**src/rtl/fwd_scoreboard_pkg.sv**
```systemverilog
// fwd_scoreboard_pkg: shared widths, producer latency codes and slot record for the forwarding scoreboard.
package fwd_scoreboard_pkg;
  localparam int DEF_XLEN = 32;
  localparam int DEF_RIDX_W = 5;
  localparam int DEF_LAT_W = 2;
  localparam logic [DEF_LAT_W-1:0] LAT_ALU = 2'd0;
  localparam logic [DEF_LAT_W-1:0] LAT_LOAD = 2'd1;
  typedef struct packed {
    logic vld;
    logic [DEF_RIDX_W-1:0] rd;
    logic [DEF_LAT_W-1:0] cnt;
  } slot_t;
endpackage

```
**src/rtl/fwd_prio_sel.sv**
```systemverilog
// fwd_prio_sel: youngest-match priority selector for one source operand over the tracked slots.
module fwd_prio_sel
  import fwd_scoreboard_pkg::*;
#(
  parameter int DEPTH = 3,
  parameter int RIDX_W = DEF_RIDX_W,
  parameter int LAT_W = DEF_LAT_W,
  parameter int IDX_W = (DEPTH > 1) ? $clog2(DEPTH) : 1
) (
  input  logic [DEPTH-1:0]        vld,
  input  logic [DEPTH*RIDX_W-1:0] rd,
  input  logic [DEPTH*LAT_W-1:0]  cnt,
  input  logic [RIDX_W-1:0]       src,
  input  logic                    used,
  output logic                    hit,
  output logic                    ready,
  output logic [IDX_W-1:0]        idx
);
  // scan oldest to youngest so the youngest match is written last and wins
  always_comb begin
    hit = 1'b0;
    ready = 1'b0;
    idx = '0;
    for (int k = DEPTH - 1; k >= 0; k--) begin
      if (vld[k] && rd[k*RIDX_W +: RIDX_W] == src && used && src != '0) begin
        hit = 1'b1;
        ready = cnt[k*LAT_W +: LAT_W] == '0;
        idx = IDX_W'(k);
      end
    end
  end
endmodule

```
**src/rtl/fwd_scoreboard.sv**
```systemverilog
// fwd_scoreboard: tracks in-flight register writers past EX, forwards ready results and requests stalls for pending ones.
module fwd_scoreboard
  import fwd_scoreboard_pkg::*;
#(
  parameter int XLEN = DEF_XLEN,
  parameter int RIDX_W = DEF_RIDX_W,
  parameter int NUM_SRC = 2,
  parameter int DEPTH = 3,
  parameter int LAT_W = DEF_LAT_W
) (
  input  logic                        clk,
  input  logic                        rst,
  input  logic                        hold,
  input  logic                        ex_valid,
  input  logic                        ex_we,
  input  logic [RIDX_W-1:0]           ex_rd,
  input  logic [LAT_W-1:0]            ex_lat,
  input  logic [NUM_SRC*RIDX_W-1:0]   ex_src_idx,
  input  logic [NUM_SRC-1:0]          ex_src_used,
  input  logic [DEPTH*XLEN-1:0]       stage_data,
  output logic [NUM_SRC-1:0]          fwd_hit,
  output logic [NUM_SRC*XLEN-1:0]     fwd_data,
  output logic                        stall_req,
  output logic [$clog2(DEPTH+1)-1:0]  pending_cnt
);
  localparam int IDX_W = (DEPTH > 1) ? $clog2(DEPTH) : 1;
  localparam int CW = $clog2(DEPTH + 1);
  logic [DEPTH-1:0] vld;
  logic [DEPTH*RIDX_W-1:0] rd;
  logic [DEPTH*LAT_W-1:0] cnt;
  logic [NUM_SRC-1:0] match, rdy;
  logic [IDX_W-1:0] idx [NUM_SRC];
  logic [LAT_W-1:0] lat_ins;
  logic ins;
  for (genvar i = 0; i < NUM_SRC; i++) begin : g_src
    fwd_prio_sel #(.DEPTH(DEPTH), .RIDX_W(RIDX_W), .LAT_W(LAT_W), .IDX_W(IDX_W)) u_sel (
      .vld(vld),
      .rd(rd),
      .cnt(cnt),
      .src(ex_src_idx[i*RIDX_W +: RIDX_W]),
      .used(ex_src_used[i]),
      .hit(match[i]),
      .ready(rdy[i]),
      .idx(idx[i])
    );
  end
  always_comb begin
    fwd_hit = match & rdy;
    fwd_data = '0;
    for (int i = 0; i < NUM_SRC; i++)
      fwd_data[i*XLEN +: XLEN] = fwd_hit[i] ? stage_data[int'(idx[i])*XLEN +: XLEN] : '0;
    stall_req = ex_valid && |(match & ~rdy);
  end
  always_comb begin
    pending_cnt = '0;
    for (int k = 0; k < DEPTH; k++) pending_cnt = pending_cnt + CW'(vld[k]);
  end
  // a latency longer than the tracked window could never become ready in-slot
  assign lat_ins = (int'(ex_lat) >= DEPTH) ? LAT_W'(DEPTH - 1) : ex_lat;
  assign ins = ex_valid && ex_we && ex_rd != '0 && !stall_req;
  always_ff @(posedge clk or posedge rst) begin
    if (rst) begin
      vld <= '0;
      rd <= '0;
      cnt <= '0;
    end else if (!hold) begin
      for (int k = DEPTH - 1; k > 0; k--) begin
        vld[k] <= vld[k-1];
        rd[k*RIDX_W +: RIDX_W] <= rd[(k-1)*RIDX_W +: RIDX_W];
        cnt[k*LAT_W +: LAT_W] <= (cnt[(k-1)*LAT_W +: LAT_W] == '0) ? '0 : cnt[(k-1)*LAT_W +: LAT_W] - 1'b1;
      end
      vld[0] <= ins;
      rd[RIDX_W-1:0] <= ex_rd;
      cnt[LAT_W-1:0] <= lat_ins;
    end
  end
  lat_in_window: assert property (@(posedge clk) disable iff (rst)
    !(ex_valid && ex_we && !hold && int'(ex_lat) >= DEPTH))
    else $error("ex_lat %0d exceeds tracked depth, clamped", ex_lat);
endmodule

```
**config.mk**
```make
export PLATFORM = sky130hd
export DESIGN_NAME = fwd_scoreboard
export DESIGN_NICKNAME = d
export VERILOG_FILES = /design/src/rtl/fwd_scoreboard_pkg.sv /design/src/rtl/fwd_prio_sel.sv /design/src/rtl/fwd_scoreboard.sv
export SDC_FILE = /design/constraint.sdc
export NUM_CORES = 1
export LEC_CHECK = 0
export BUFFER_PORTS_ARGS = -buffer_cell sky130_fd_sc_hd__buf_4
export CAP_MARGIN = 20
export CORE_MARGIN = 5
export CORE_UTILIZATION = 49
export DETAILED_ROUTE_END_ITERATION = 16
export GPL_ROUTABILITY_DRIVEN = 0
export PLACE_DENSITY = 0.88
export SLEW_MARGIN = 10
export SYNTH_ARGS = -nofsm -noshare
export SYNTH_HDL_FRONTEND = slang
export SYNTH_HIERARCHICAL = 1
export SYNTH_SLANG_ARGS = --single-unit
```
**constraint.sdc**
```tcl
create_clock -name clk -period 3.77 [get_ports clk]
set_input_delay 0.1885 -clock clk [delete_from_list [all_inputs] [get_ports clk]]
set_output_delay 0.1885 -clock clk [all_outputs]
set_load 0.03 [all_outputs]
```
After elaboration in Yosys (flattened, before gate mapping)
Cells that the tools add are included.
{"block": "op_classes", "add_sub_neg": 4, "n_lt_le_gt_ge": 1, "eq_ne": 6, "shift": 2, "muxes": 23, "bitwise_logic": 3, "n_reduce_logical": 30}
{"op": "96-bit by 8-bit indexed part select with 32-bit output", "n": 2}
{"op": "32-bit two-way mux", "n": 2}
{"op": "5-bit equality test", "n": 6}
{"op": "1-bit logical AND", "n": 22}
{"op": "2-bit two-way mux", "n": 9}
{"op": "5-bit nonzero test", "n": 3}
{"op": "1-bit two-way mux", "n": 12}
{"op": "2-bit logical NOT", "n": 3}
{"op": "2-bit AND", "n": 2}
{"op": "2-bit by 1-bit subtractor with 2-bit output, second input constant", "n": 2}
{"op": "1-bit by 1-bit adder with 2-bit output", "n": 1}
{"op": "2-bit by 1-bit adder with 2-bit output", "n": 1}
{"op": "2-bit >= comparator, second input constant", "n": 1}
{"op": "2-bit inverter", "n": 1}
{"op": "2-bit OR reduction", "n": 1}
{"op": "1-bit logical NOT", "n": 1}
{"block": "totals", "regBits": 24, "inputBits": 120, "output_inout_bits": 69, "wordCells": 72}

Logic depth before layout (Yosys ltp)
Gate-level depths: netlist of run 1.
{"block": "logic_depth", "ltp_word": 13, "mapped_depth": 10}

By module
The synthesis of run 1 kept the hierarchy.
{"mod": "fwd_scoreboard", "instances": 1, "cells_each": 328, "area_each_um2": 2820.2, "seq_area_each_um2": 600.6}
{"mod": "fwd_prio_sel", "instances": 2, "cells_each": 35, "area_each_um2": 250.2, "seq_area_each_um2": 0.0}

Worst setup path after synthesis of run 1
No wires, ideal clock.
{"block": "synth_timing", "path_type": "reg2out", "from": "register rd[5]", "to": "output fwd_data[31]", "arrival_time_ps": 2335, "required_ps": 3582, "slack_ps": 1247, "stages_incl_launch_ff": 10, "n_path_buf": 2, "cell_sequence": "dfrtp_1 -> xnor2_1 -> nand4_1 -> or3_2 -> nor2_1 -> nor2b_1 -> buf_2 -> buf_4 -> nand2_1 -> a21oi_1"}
{"item": "from (decl)", "line": "fwd_scoreboard.sv:29", "rtl": "logic [DEPTH*RIDX_W-1:0] rd;"}
{"item": "from (signal, indexed assignment)", "line": "fwd_scoreboard.sv:69", "rtl": "rd[k*RIDX_W +: RIDX_W] <= rd[(k-1)*RIDX_W +: RIDX_W];"}
{"item": "from (signal, indexed assignment)", "line": "fwd_scoreboard.sv:73", "rtl": "rd[RIDX_W-1:0] <= ex_rd;"}
{"item": "to (decl)", "line": "fwd_scoreboard.sv:22", "rtl": "output logic [NUM_SRC*XLEN-1:0] fwd_data,"}

Worst setup path in the final report of run 1
{"block": "layout_timing", "from": "register rd[0]", "to": "output fwd_data[47]"}
{"block": "layout_between", "elab_chain_len": 7, "word_cells_on_any_way": 10, "cone_classes": "eq/ne (1); shift (1); mux (4); bitwise (1); reduce/logical (3)"}
{"item": "5-bit equality test", "line": "fwd_prio_sel.sv:25", "rtl": "if (vld[k] && rd[k*RIDX_W +: RIDX_W] == src && used && src != '0) begin"}
{"item": "1-bit logical AND (3 in a row)", "line": "fwd_prio_sel.sv:25"}
{"item": "1-bit two-way mux", "line": "fwd_prio_sel.sv:25"}
{"item": "via rdy[1]", "line": "fwd_scoreboard.sv:31", "rtl": "logic [NUM_SRC-1:0] match, rdy;"}
{"item": "2-bit AND", "line": "fwd_scoreboard.sv:48", "rtl": "fwd_hit = match & rdy;"}
{"item": "32-bit two-way mux", "line": "fwd_scoreboard.sv:51", "rtl": "fwd_data[i*XLEN +: XLEN] = fwd_hit[i] ? stage_data[int'(idx[i])*XLEN +: XLEN] : '0;"}
The timed path passes the listed nets, and every way through them passes these cells.

==> results of run 1 <==
-- report_power, final --
group | total, mW | internal, mW | switching (mW)
sequential | 0.336 | 0.290 | 0.0458
clock | 0.156 | 0.0718 | 0.0838
combinational | 0.341 | 0.203 | 0.138
total | 0.833 | 0.565 | 0.268
-- final cells by class --
cell class                      instances  area (um^2)  area share [%]
Multi-Input combinational cell        338         2510            52.5
Timing Repair Buffer                  197         1500            31.5
Sequential cell                        24          601            12.6
Tap cell                               80          100            2.10
Clock buffer                            3         41.3           0.865
Inverter                                5         18.8           0.393
-- worst reg2reg max path, cell delays in order (launching register included) --
cell                      delay [ns]
sky130_fd_sc_hd__dfrtp_1        0.45
sky130_fd_sc_hd__xnor2_1        0.18
sky130_fd_sc_hd__nand4_1        0.12
sky130_fd_sc_hd__nor3_1         0.62
sky130_fd_sc_hd__o21ai_0        0.24
sky130_fd_sc_hd__o31a_1         0.17
sky130_fd_sc_hd__o22ai_1        0.25
sky130_fd_sc_hd__o41ai_1        0.11
-- cell usage in the layout (no fill, tap or decap), types with 6 or more instances in the layout --
cell type / Yosys / final
sky130_fd_sc_hd__xnor2_1: 30 / 30
sky130_fd_sc_hd__dfrtp_1: 24 / 24
sky130_fd_sc_hd__or2_1: 30 / 30
sky130_fd_sc_hd__nand4_1: 6 / 6
sky130_fd_sc_hd__mux2i_1: 64 / 64
sky130_fd_sc_hd__nor3_1: 8 / 6
sky130_fd_sc_hd__nand2_1: 50 / 49
sky130_fd_sc_hd__a21oi_2: 30 / 30
sky130_fd_sc_hd__a2bb2oi_1: 31 / 31
sky130_fd_sc_hd__nor2_1: 38 / 36
sky130_fd_sc_hd__mux2_2: 18 / 18
sky130_fd_sc_hd__buf_4: 10 / 195
-- routing by layer --
metal | vias to the layer above | routed length (um) | global-route usage [%]
li1 | 1742 | - | -
met1 | 1802 | 4520 | 30.6
met2 | 195 | 6050 | 46.5
met3 | 37 | 887 | 3.98
met4 | 0 | 505 | 11.0
met5 | - | 0 | 0
-- cell families (layout without fill, tap and decap cells) --
| family | after synthesis | in the layout | synth area share, % |
|---|---|---|---|
| fa+ha+maj | 1 | 1 | 0.603 |
| xor+xnor | 30 | 30 | 7.91 |
| compound gates | 77 | 77 | 19.3 |
| simple gates | 148 | 148 | 21.6 |
| mux | 82 | 82 | 25.4 |
| flops | 24 | 24 | 18.1 |
| buf+inv | 36 | 205 | 7.08 |
-- through the flow --
step	util, %	power [mW]
2_1_floorplan	-	0.520
3_3_place_gp	70.8	0.664
3_5_place_dp	70.8	0.679
4_1_cts	71.4	0.833
5_1_grt	71.4	0.881
6_report	71.4	0.833
-- flip-flops by register name (all words and copies together) (netlist names) --
signal / flops
cnt: 6
vld: 3
rd: 15
-- worst paths after layout --
kind,cells after the start,slack (ns),end
setup / recovery,9,0.45,fwd_data[47]
hold / removal,2,0.11,cnt[0]$_DFFE_PP0N_
setup reg to reg,7,1.51,vld[0]$_DFFE_PP0N_
hold reg to reg,1,0.57,cnt[2]$_DFFE_PP0N_
max in group asynchronous,2,3.09,rd[12]$_DFFE_PP0N_
min in group asynchronous,2,0.12,rd[9]$_DFFE_PP0N_
==> impl_results.html, run 1 <==
<table>
<tr><th>Metric</th><th>Value</th></tr>
<tr><th colspan="2">Timing</th></tr>
<tr><td>Final Max Tran Viols</td><td>0</td></tr>
<tr><td>Max Freq</td><td>301 MHz</td></tr>
<tr><td>Worst relative slew slack</td><td>38.7%</td></tr>
<tr><td>Count of final hold-check violations</td><td>0</td></tr>
<tr><td>Transition time at the pin with the least slew margin</td><td>0.918 ns</td></tr>
<tr><td>Unrepaired setup endpoints after global routing</td><td>no</td></tr>
<tr><td>Worst setup margin</td><td>0.448 ns</td></tr>
<tr><td>Min Clock Period, post-route</td><td>3.32 ns</td></tr>
<tr><td>Total negative slack for setup checks</td><td>0 ns</td></tr>
<tr><td>Period utilisation layout</td><td>88.1%</td></tr>
<tr><td>Post-route clock skew</td><td>0.00295 ns</td></tr>
<tr><td>Post-Route Hold Slack</td><td>0.115 ns</td></tr>
<tr><td>Setup-failing EPs final</td><td>0</td></tr>
<tr><th colspan="2">CTS</th></tr>
<tr><td>Max clock buf depth</td><td>2</td></tr>
<tr><td>Skew-Pair Late Insertion Delay</td><td>0.27 ns</td></tr>
<tr><td>Number of cells upsized or downsized after cts</td><td>0</td></tr>
<tr><td>Inserted Clock Buffers</td><td>3</td></tr>
<tr><td>Clock edge transition at the registers on the reported setup and hold paths</td><td>0.08 ns</td></tr>
<tr><td>Clock tree root driver cell</td><td>sky130_fd_sc_hd__clkbuf_8</td></tr>
<tr><td>Number of setup buffers added after CTS</td><td>0</td></tr>
<tr><td>Clock tree from TritonCTS</td><td>yes</td></tr>
<tr><td>Number of hold buffers added after cts</td><td>0</td></tr>
<tr><td>Number of clock sinks</td><td>24</td></tr>
<tr><td>Number of levels in the clock H-tree</td><td>1</td></tr>
<tr><th colspan="2">Setup path</th></tr>
<tr><td>Top fanout value on the critical path</td><td>28</td></tr>
<tr><td>Most used cell along the critical path</td><td>sky130_fd_sc_hd__buf_4</td></tr>
<tr><td>Critical path's largest stage delay</td><td>0.62 ns</td></tr>
<tr><td>Worst endpoint data arrival time</td><td>3.13 ns</td></tr>
<tr><td>Worst-path cell chain</td><td>xnor2_1 &gt; nand4_1 &gt; nor3_1 &gt; o21ai_0 &gt; o31a_1 &gt; nand2_2 &gt; buf_4 &gt; a21oi_2 &gt; buf_4</td></tr>
<tr><td>Slowest cell on the critical path</td><td>sky130_fd_sc_hd__nand2_2</td></tr>
<tr><td>Worst setup path startpoint</td><td>rd[0]$_DFFE_PP0N_</td></tr>
<tr><td>Worst Path Required</td><td>3.58 ns</td></tr>
<tr><td>Critical path class</td><td>reg -&gt; out</td></tr>
<tr><td>Combined buffer and inverter count along the critical path</td><td>2</td></tr>
<tr><td>Launching point of the worst reg2reg path</td><td>rd[2]$_DFFE_PP0N_</td></tr>
<tr><td>Critical Path Start Type</td><td>flip-flop</td></tr>
<tr><td>Family of cells with the greatest summed delay on the critical path</td><td>simple AND/OR/NAND/NOR gates</td></tr>
<tr><td>CP Capture Type</td><td>output pin</td></tr>
<tr><th colspan="2">Synth</th></tr>
<tr><td>List of most frequent post-synthesis cells</td><td>sky130_fd_sc_hd__mux2i_1, sky130_fd_sc_hd__nand2_1, sky130_fd_sc_hd__nor2_1</td></tr>
<tr><td>FF+latch count, synth</td><td>24</td></tr>
<tr><td>Yosys warns</td><td>6</td></tr>
<tr><td>Top cells by area, synth</td><td>sky130_fd_sc_hd__mux2i_1, sky130_fd_sc_hd__dfrtp_1, sky130_fd_sc_hd__a2bb2oi_1</td></tr>
<tr><td>Number of flops mapped to enable cells by yosys</td><td>0</td></tr>
<tr><td>Async set-reset flop share out of synthesis</td><td>100%</td></tr>
<tr><td>Mean instance size in the synthesized netlist</td><td>8.34 um^2</td></tr>
<tr><td>Post-Syn Nets</td><td>519</td></tr>
<tr><td>Cell taking the most area after synthesis</td><td>sky130_fd_sc_hd__mux2i_1</td></tr>
<tr><td>Total standard cell area after synthesis</td><td>3320 um^2</td></tr>
<tr><td>Synth top area share</td><td>19.3%</td></tr>
<tr><td>Fraction of the yosys area taken by sequential cells</td><td>18.1%</td></tr>
<tr><td>Most common cell in the netlist</td><td>sky130_fd_sc_hd__mux2i_1</td></tr>
<tr><td>Most frequently used flop master after synthesis</td><td>sky130_fd_sc_hd__dfrtp_1</td></tr>
<tr><td>Number of cells produced by synthesis</td><td>398</td></tr>
<tr><td>Distinct cell type count of the synthesized netlist</td><td>33</td></tr>
<tr><th colspan="2">Power</th></tr>
<tr><td>Leakage power summed over all cells</td><td>2.03 nW</td></tr>
<tr><td>Power per unit of standard cell area</td><td>174 nW/um^2</td></tr>
<tr><td>Peak supply drop</td><td>0.000299 V</td></tr>
<tr><th colspan="2">Placement</th></tr>
<tr><td>Buffers added on ports</td><td>188</td></tr>
<tr><td>Dpl cells</td><td>644</td></tr>
<tr><td>HPWL after detailed placement</td><td>9300 um</td></tr>
<tr><td>Worst slack after detailed placement</td><td>0.804 ns</td></tr>
<tr><td>Post-Place Cell Area</td><td>4730 um^2</td></tr>
<tr><th colspan="2">Worst hold path</th></tr>
<tr><td>Worst hold-check path type</td><td>in -&gt; reg</td></tr>
<tr><td>Launch instance of the worst min-delay path</td><td>ex_lat[1]</td></tr>
<tr><th colspan="2">Floorplan</th></tr>
<tr><td>DIE HEIGHT</td><td>92.3 um</td></tr>
<tr><td>Die X-Extent</td><td>92.3 um</td></tr>
<tr><td>Top-Level Pins</td><td>189</td></tr>
<tr><td>FP Rows</td><td>30</td></tr>
<tr><td>Initial core utilization</td><td>49.7%</td></tr>
<tr><td>Area of the core region</td><td>6680 um^2</td></tr>
<tr><td>Die ar.</td><td>8520 um^2</td></tr>
<tr><th colspan="2">Finish</th></tr>
<tr><td>Fraction of final layout cells sized beyond drive strength 1</td><td>46.9%</td></tr>
<tr><td>Area growth syn-to-layout</td><td>43.7%</td></tr>
<tr><td>Design area</td><td>4770 um^2</td></tr>
<tr><td>ANT cells</td><td>0</td></tr>
<tr><td>Non-filler instance count after layout</td><td>647</td></tr>
<tr><td>Total of fill cells in the finished design</td><td>511</td></tr>
<tr><td>Final #Nets</td><td>690</td></tr>
<tr><th colspan="2">Detailed routing</th></tr>
<tr><td>Via-per-instance ratio</td><td>5.84</td></tr>
<tr><td>Number of search-and-repair iterations in the first detailed-routing pass</td><td>4</td></tr>
<tr><td>Violation count after the first detailed-route iteration</td><td>123</td></tr>
<tr><td>Routed wire length per instance</td><td>18.5 um</td></tr>
<tr><td>Via Count</td><td>3776</td></tr>
<tr><td>Antenna viol nets, final</td><td>0</td></tr>
<tr><td>Final WL</td><td>12000 um</td></tr>
<tr><td>DRC Markers</td><td>0</td></tr>
<tr><th colspan="2">Global route</th></tr>
<tr><td>First-pass GRT wire length</td><td>18300 um</td></tr>
<tr><td>Maximum number of pins on one net before global-route repair</td><td>34</td></tr>
<tr><td>Global-route usage over all layers</td><td>26.0%</td></tr>
<tr><td>Antenna violations before repair</td><td>0</td></tr>
<tr><td>Number of global-route vias before repair</td><td>3753</td></tr>
<tr><td>GR Overflow Total</td><td>0</td></tr>
<tr><th colspan="2">Job</th></tr>
<tr><td>Count of max-cap constraint violations</td><td>0</td></tr>
<tr><th colspan="2">Status</th></tr>
<tr><td>Status</td><td>complete, no violations</td></tr>
</table>
(Power assumes the default switching activity.)
==> run 2: changes to the inputs <==
--- a/config.mk
+++ b/config.mk
@@ -9,8 +9,10 @@
 export CAP_MARGIN = 20
 export CORE_MARGIN = 5
 export CORE_UTILIZATION = 49
+export CTS_BUF_LIST = sky130_fd_sc_hd__clkbuf_4 sky130_fd_sc_hd__clkbuf_8 sky130_fd_sc_hd__clkbuf_16
 export DETAILED_ROUTE_END_ITERATION = 16
 export GPL_ROUTABILITY_DRIVEN = 0
+export HOLD_SLACK_MARGIN = 0.12
 export PLACE_DENSITY = 0.88
 export SLEW_MARGIN = 10
 export SYNTH_ARGS = -nofsm -noshare
==> impl_results.html, run 2 (synthesis gave the netlist of run 1 again) <==
<table>
<tr><th>Metric</th><th>Value</th></tr>
<tr><th colspan="2">Finish</th></tr>
<tr><td>Largest register by flop count</td><td>rd</td></tr>
<tr><td>Total of fill cells in the finished design</td><td>510</td></tr>
<tr><td>Fin util</td><td>71.6%</td></tr>
<tr><td>ANT cells</td><td>0</td></tr>
<tr><td>Flip-flop count of the largest register after layout</td><td>15</td></tr>
<tr><td>Leading cell type in the layout, fill and taps excluded</td><td>sky130_fd_sc_hd__buf_4</td></tr>
<tr><td>Design area</td><td>4780 um^2</td></tr>
<tr><td>Commonest cells after routing, fill and taps aside</td><td>sky130_fd_sc_hd__buf_4, sky130_fd_sc_hd__mux2i_1, sky130_fd_sc_hd__nand2_1</td></tr>
<tr><td>Area growth syn-to-layout</td><td>44.0%</td></tr>
<tr><td>Largest registers</td><td>rd x15, cnt x6, vld x3</td></tr>
<tr><td>Final #Nets</td><td>691</td></tr>
<tr><td>Fraction of final layout cells sized beyond drive strength 1</td><td>46.8%</td></tr>
<tr><th colspan="2">Worst hold path</th></tr>
<tr><td>Worst hold-check path type</td><td>in -&gt; async</td></tr>
<tr><th colspan="2">Global route</th></tr>
<tr><td>GR Overflow Total</td><td>0</td></tr>
<tr><td>Maximum number of pins on one net before global-route repair</td><td>34</td></tr>
<tr><td>Number of global-route vias before repair</td><td>3754</td></tr>
<tr><td>Antenna violations before repair</td><td>0</td></tr>
<tr><td>First-pass GRT wire length</td><td>18200 um</td></tr>
<tr><td>Global-route usage over all layers</td><td>25.9%</td></tr>
<tr><th colspan="2">Floorplan</th></tr>
<tr><td>Initial core utilization</td><td>49.7%</td></tr>
<tr><td>Top-Level Pins</td><td>189</td></tr>
<tr><td>Die X-Extent</td><td>92.3 um</td></tr>
<tr><td>DIE HEIGHT</td><td>92.3 um</td></tr>
<tr><td>Die ar.</td><td>8520 um^2</td></tr>
<tr><td>Area of the core region</td><td>6680 um^2</td></tr>
<tr><td>FP Rows</td><td>30</td></tr>
<tr><th colspan="2">Placement</th></tr>
<tr><td>HPWL after detailed placement</td><td>9300 um</td></tr>
<tr><td>Buffers added on ports</td><td>188</td></tr>
<tr><td>Post-Place Cell Area</td><td>4730 um^2</td></tr>
<tr><th colspan="2">Timing</th></tr>
<tr><td>Total negative slack for setup checks</td><td>0 ns</td></tr>
<tr><td>Max Freq</td><td>301 MHz</td></tr>
<tr><td>Transition time at the pin with the least slew margin</td><td>0.916 ns</td></tr>
<tr><td>Setup-failing EPs final</td><td>0</td></tr>
<tr><td>Min Clock Period, post-route</td><td>3.32 ns</td></tr>
<tr><td>Period utilisation layout</td><td>88.1%</td></tr>
<tr><td>Count of final hold-check violations</td><td>0</td></tr>
<tr><td>Post-route clock skew</td><td>0.00279 ns</td></tr>
<tr><td>Worst relative slew slack</td><td>38.8%</td></tr>
<tr><td>Unrepaired setup endpoints after global routing</td><td>no</td></tr>
<tr><td>Final Max Tran Viols</td><td>0</td></tr>
<tr><th colspan="2">Setup path</th></tr>
<tr><td>Worst endpoint data arrival time</td><td>3.13 ns</td></tr>
<tr><td>Top fanout value on the critical path</td><td>28</td></tr>
<tr><td>Critical path class</td><td>reg -&gt; out</td></tr>
<tr><td>Critical Path Start Type</td><td>flip-flop</td></tr>
<tr><td>CP Capture Type</td><td>output pin</td></tr>
<tr><td>Combined buffer and inverter count along the critical path</td><td>2</td></tr>
<tr><td>Worst Path Required</td><td>3.58 ns</td></tr>
<tr><td>Slowest cell on the critical path</td><td>sky130_fd_sc_hd__nand2_2</td></tr>
<tr><td>Critical path's largest stage delay</td><td>0.62 ns</td></tr>
<tr><td>Worst-path cell chain</td><td>xnor2_1 &gt; nand4_1 &gt; nor3_1 &gt; o21ai_0 &gt; o31a_1 &gt; nand2_2 &gt; buf_4 &gt; a21oi_2 &gt; buf_4</td></tr>
<tr><td>Family of cells with the greatest summed delay on the critical path</td><td>simple AND/OR/NAND/NOR gates</td></tr>
<tr><td>Most used cell along the critical path</td><td>sky130_fd_sc_hd__buf_4</td></tr>
<tr><th colspan="2">Detailed routing</th></tr>
<tr><td>Violation count after the first detailed-route iteration</td><td>125</td></tr>
<tr><td>Via-per-instance ratio</td><td>5.82</td></tr>
<tr><td>Final WL</td><td>12000 um</td></tr>
<tr><td>DRC Markers</td><td>0</td></tr>
<tr><td>Via Count</td><td>3772</td></tr>
<tr><td>Routed wire length per instance</td><td>18.5 um</td></tr>
<tr><td>Antenna viol nets, final</td><td>0</td></tr>
<tr><td>Number of search-and-repair iterations in the first detailed-routing pass</td><td>4</td></tr>
<tr><th colspan="2">CTS</th></tr>
<tr><td>Number of clock sinks</td><td>24</td></tr>
<tr><td>Clock tree from TritonCTS</td><td>yes</td></tr>
<tr><td>Clock tree root driver cell</td><td>sky130_fd_sc_hd__clkbuf_8</td></tr>
<tr><td>Number of levels in the clock H-tree</td><td>1</td></tr>
<tr><td>Clock edge transition at the registers on the reported setup and hold paths</td><td>0.08 ns</td></tr>
<tr><td>Inserted Clock Buffers</td><td>3</td></tr>
<tr><td>Max clock buf depth</td><td>2</td></tr>
<tr><td>Skew-Pair Late Insertion Delay</td><td>0.27 ns</td></tr>
<tr><th colspan="2">Status</th></tr>
<tr><td>Status</td><td>complete, no violations</td></tr>
<tr><th colspan="2">Job</th></tr>
<tr><td>Count of max-cap constraint violations</td><td>0</td></tr>
<tr><th colspan="2">Power</th></tr>
<tr><td>Peak supply drop</td><td>0.000299 V</td></tr>
<tr><td>Power per unit of standard cell area</td><td>174 nW/um^2</td></tr>
<tr><td>Leakage power summed over all cells</td><td>2.04 nW</td></tr>
<tr><td>Overall Power</td><td>0.834 mW</td></tr>
</table>
[run 2: changes by cell type in the layout (fill, tap and decap cells not counted)]
cell	change
sky130_fd_sc_hd__dlygate4sd3_1	+1
[run 2: repair_timing]
item                       in CTS  in global routing
setup buffers                   0                  0
hold endpoints to repair        1                  0
setup endpoints to repair       0                  0
resized for setup               0                  0
hold buffers                    1                  0
[run 2: power breakdown]
part	total (mW)	switching, mW	internal, mW
Combinational	0.342	0.139	0.203
Sequential	0.336	0.0458	0.290
Clock	0.156	0.0839	0.0718
[run 2: worst paths after layout]
check,slack [ns],to,cells after the start,startpoint
min in group clk,0.15,rd[2]$_DFFE_PP0N_,2,ex_rd[2]
hold / removal,0.12,cnt[0]$_DFFE_PP0N_,2,rst
setup / recovery,0.45,fwd_data[47],9,rd[0]$_DFFE_PP0N_
setup reg to reg,1.51,vld[0]$_DFFE_PP0N_,7,rd[2]$_DFFE_PP0N_
max in group asynchronous,3.10,rd[12]$_DFFE_PP0N_,2,rst
hold reg to reg,0.57,cnt[2]$_DFFE_PP0N_,1,cnt[1]$_DFFE_PP0N_
[run 2: per-stage QoR]
stage | setup slack (ns) | hold WS [ns] | instances
5_1_grt | 0.276 | 0.142 | 648
4_1_cts | 0.484 | 0.145 | 648
2_1_floorplan | 1.25 | 0.203 | 398
3_3_place_gp | 0.850 | 0.392 | 644
3_5_place_dp | 0.804 | 0.410 | 644
6_report | 0.447 | 0.116 | 648
[run 2: cell type report]
| cell class | count | area (um^2) | area share [%] |
|---|---|---|---|
| tap | 80 | 100 | 2.09 |
| timing repair buffer | 198 | 1510 | 31.7 |
| clock buffer | 3 | 41.3 | 0.863 |
| inverter | 5 | 18.8 | 0.392 |
| multi-input combinational | 338 | 2510 | 52.4 |
| sequential | 24 | 601 | 12.6 |
[run 2: routing by layer]
metal	wire, um	vias to the layer above	GRT usage [%]
met5	0	-	0
met4	490	0	11.0
met3	850	33	3.90
met2	6080	194	46.5
met1	4560	1801	30.6
li1	-	1744	-
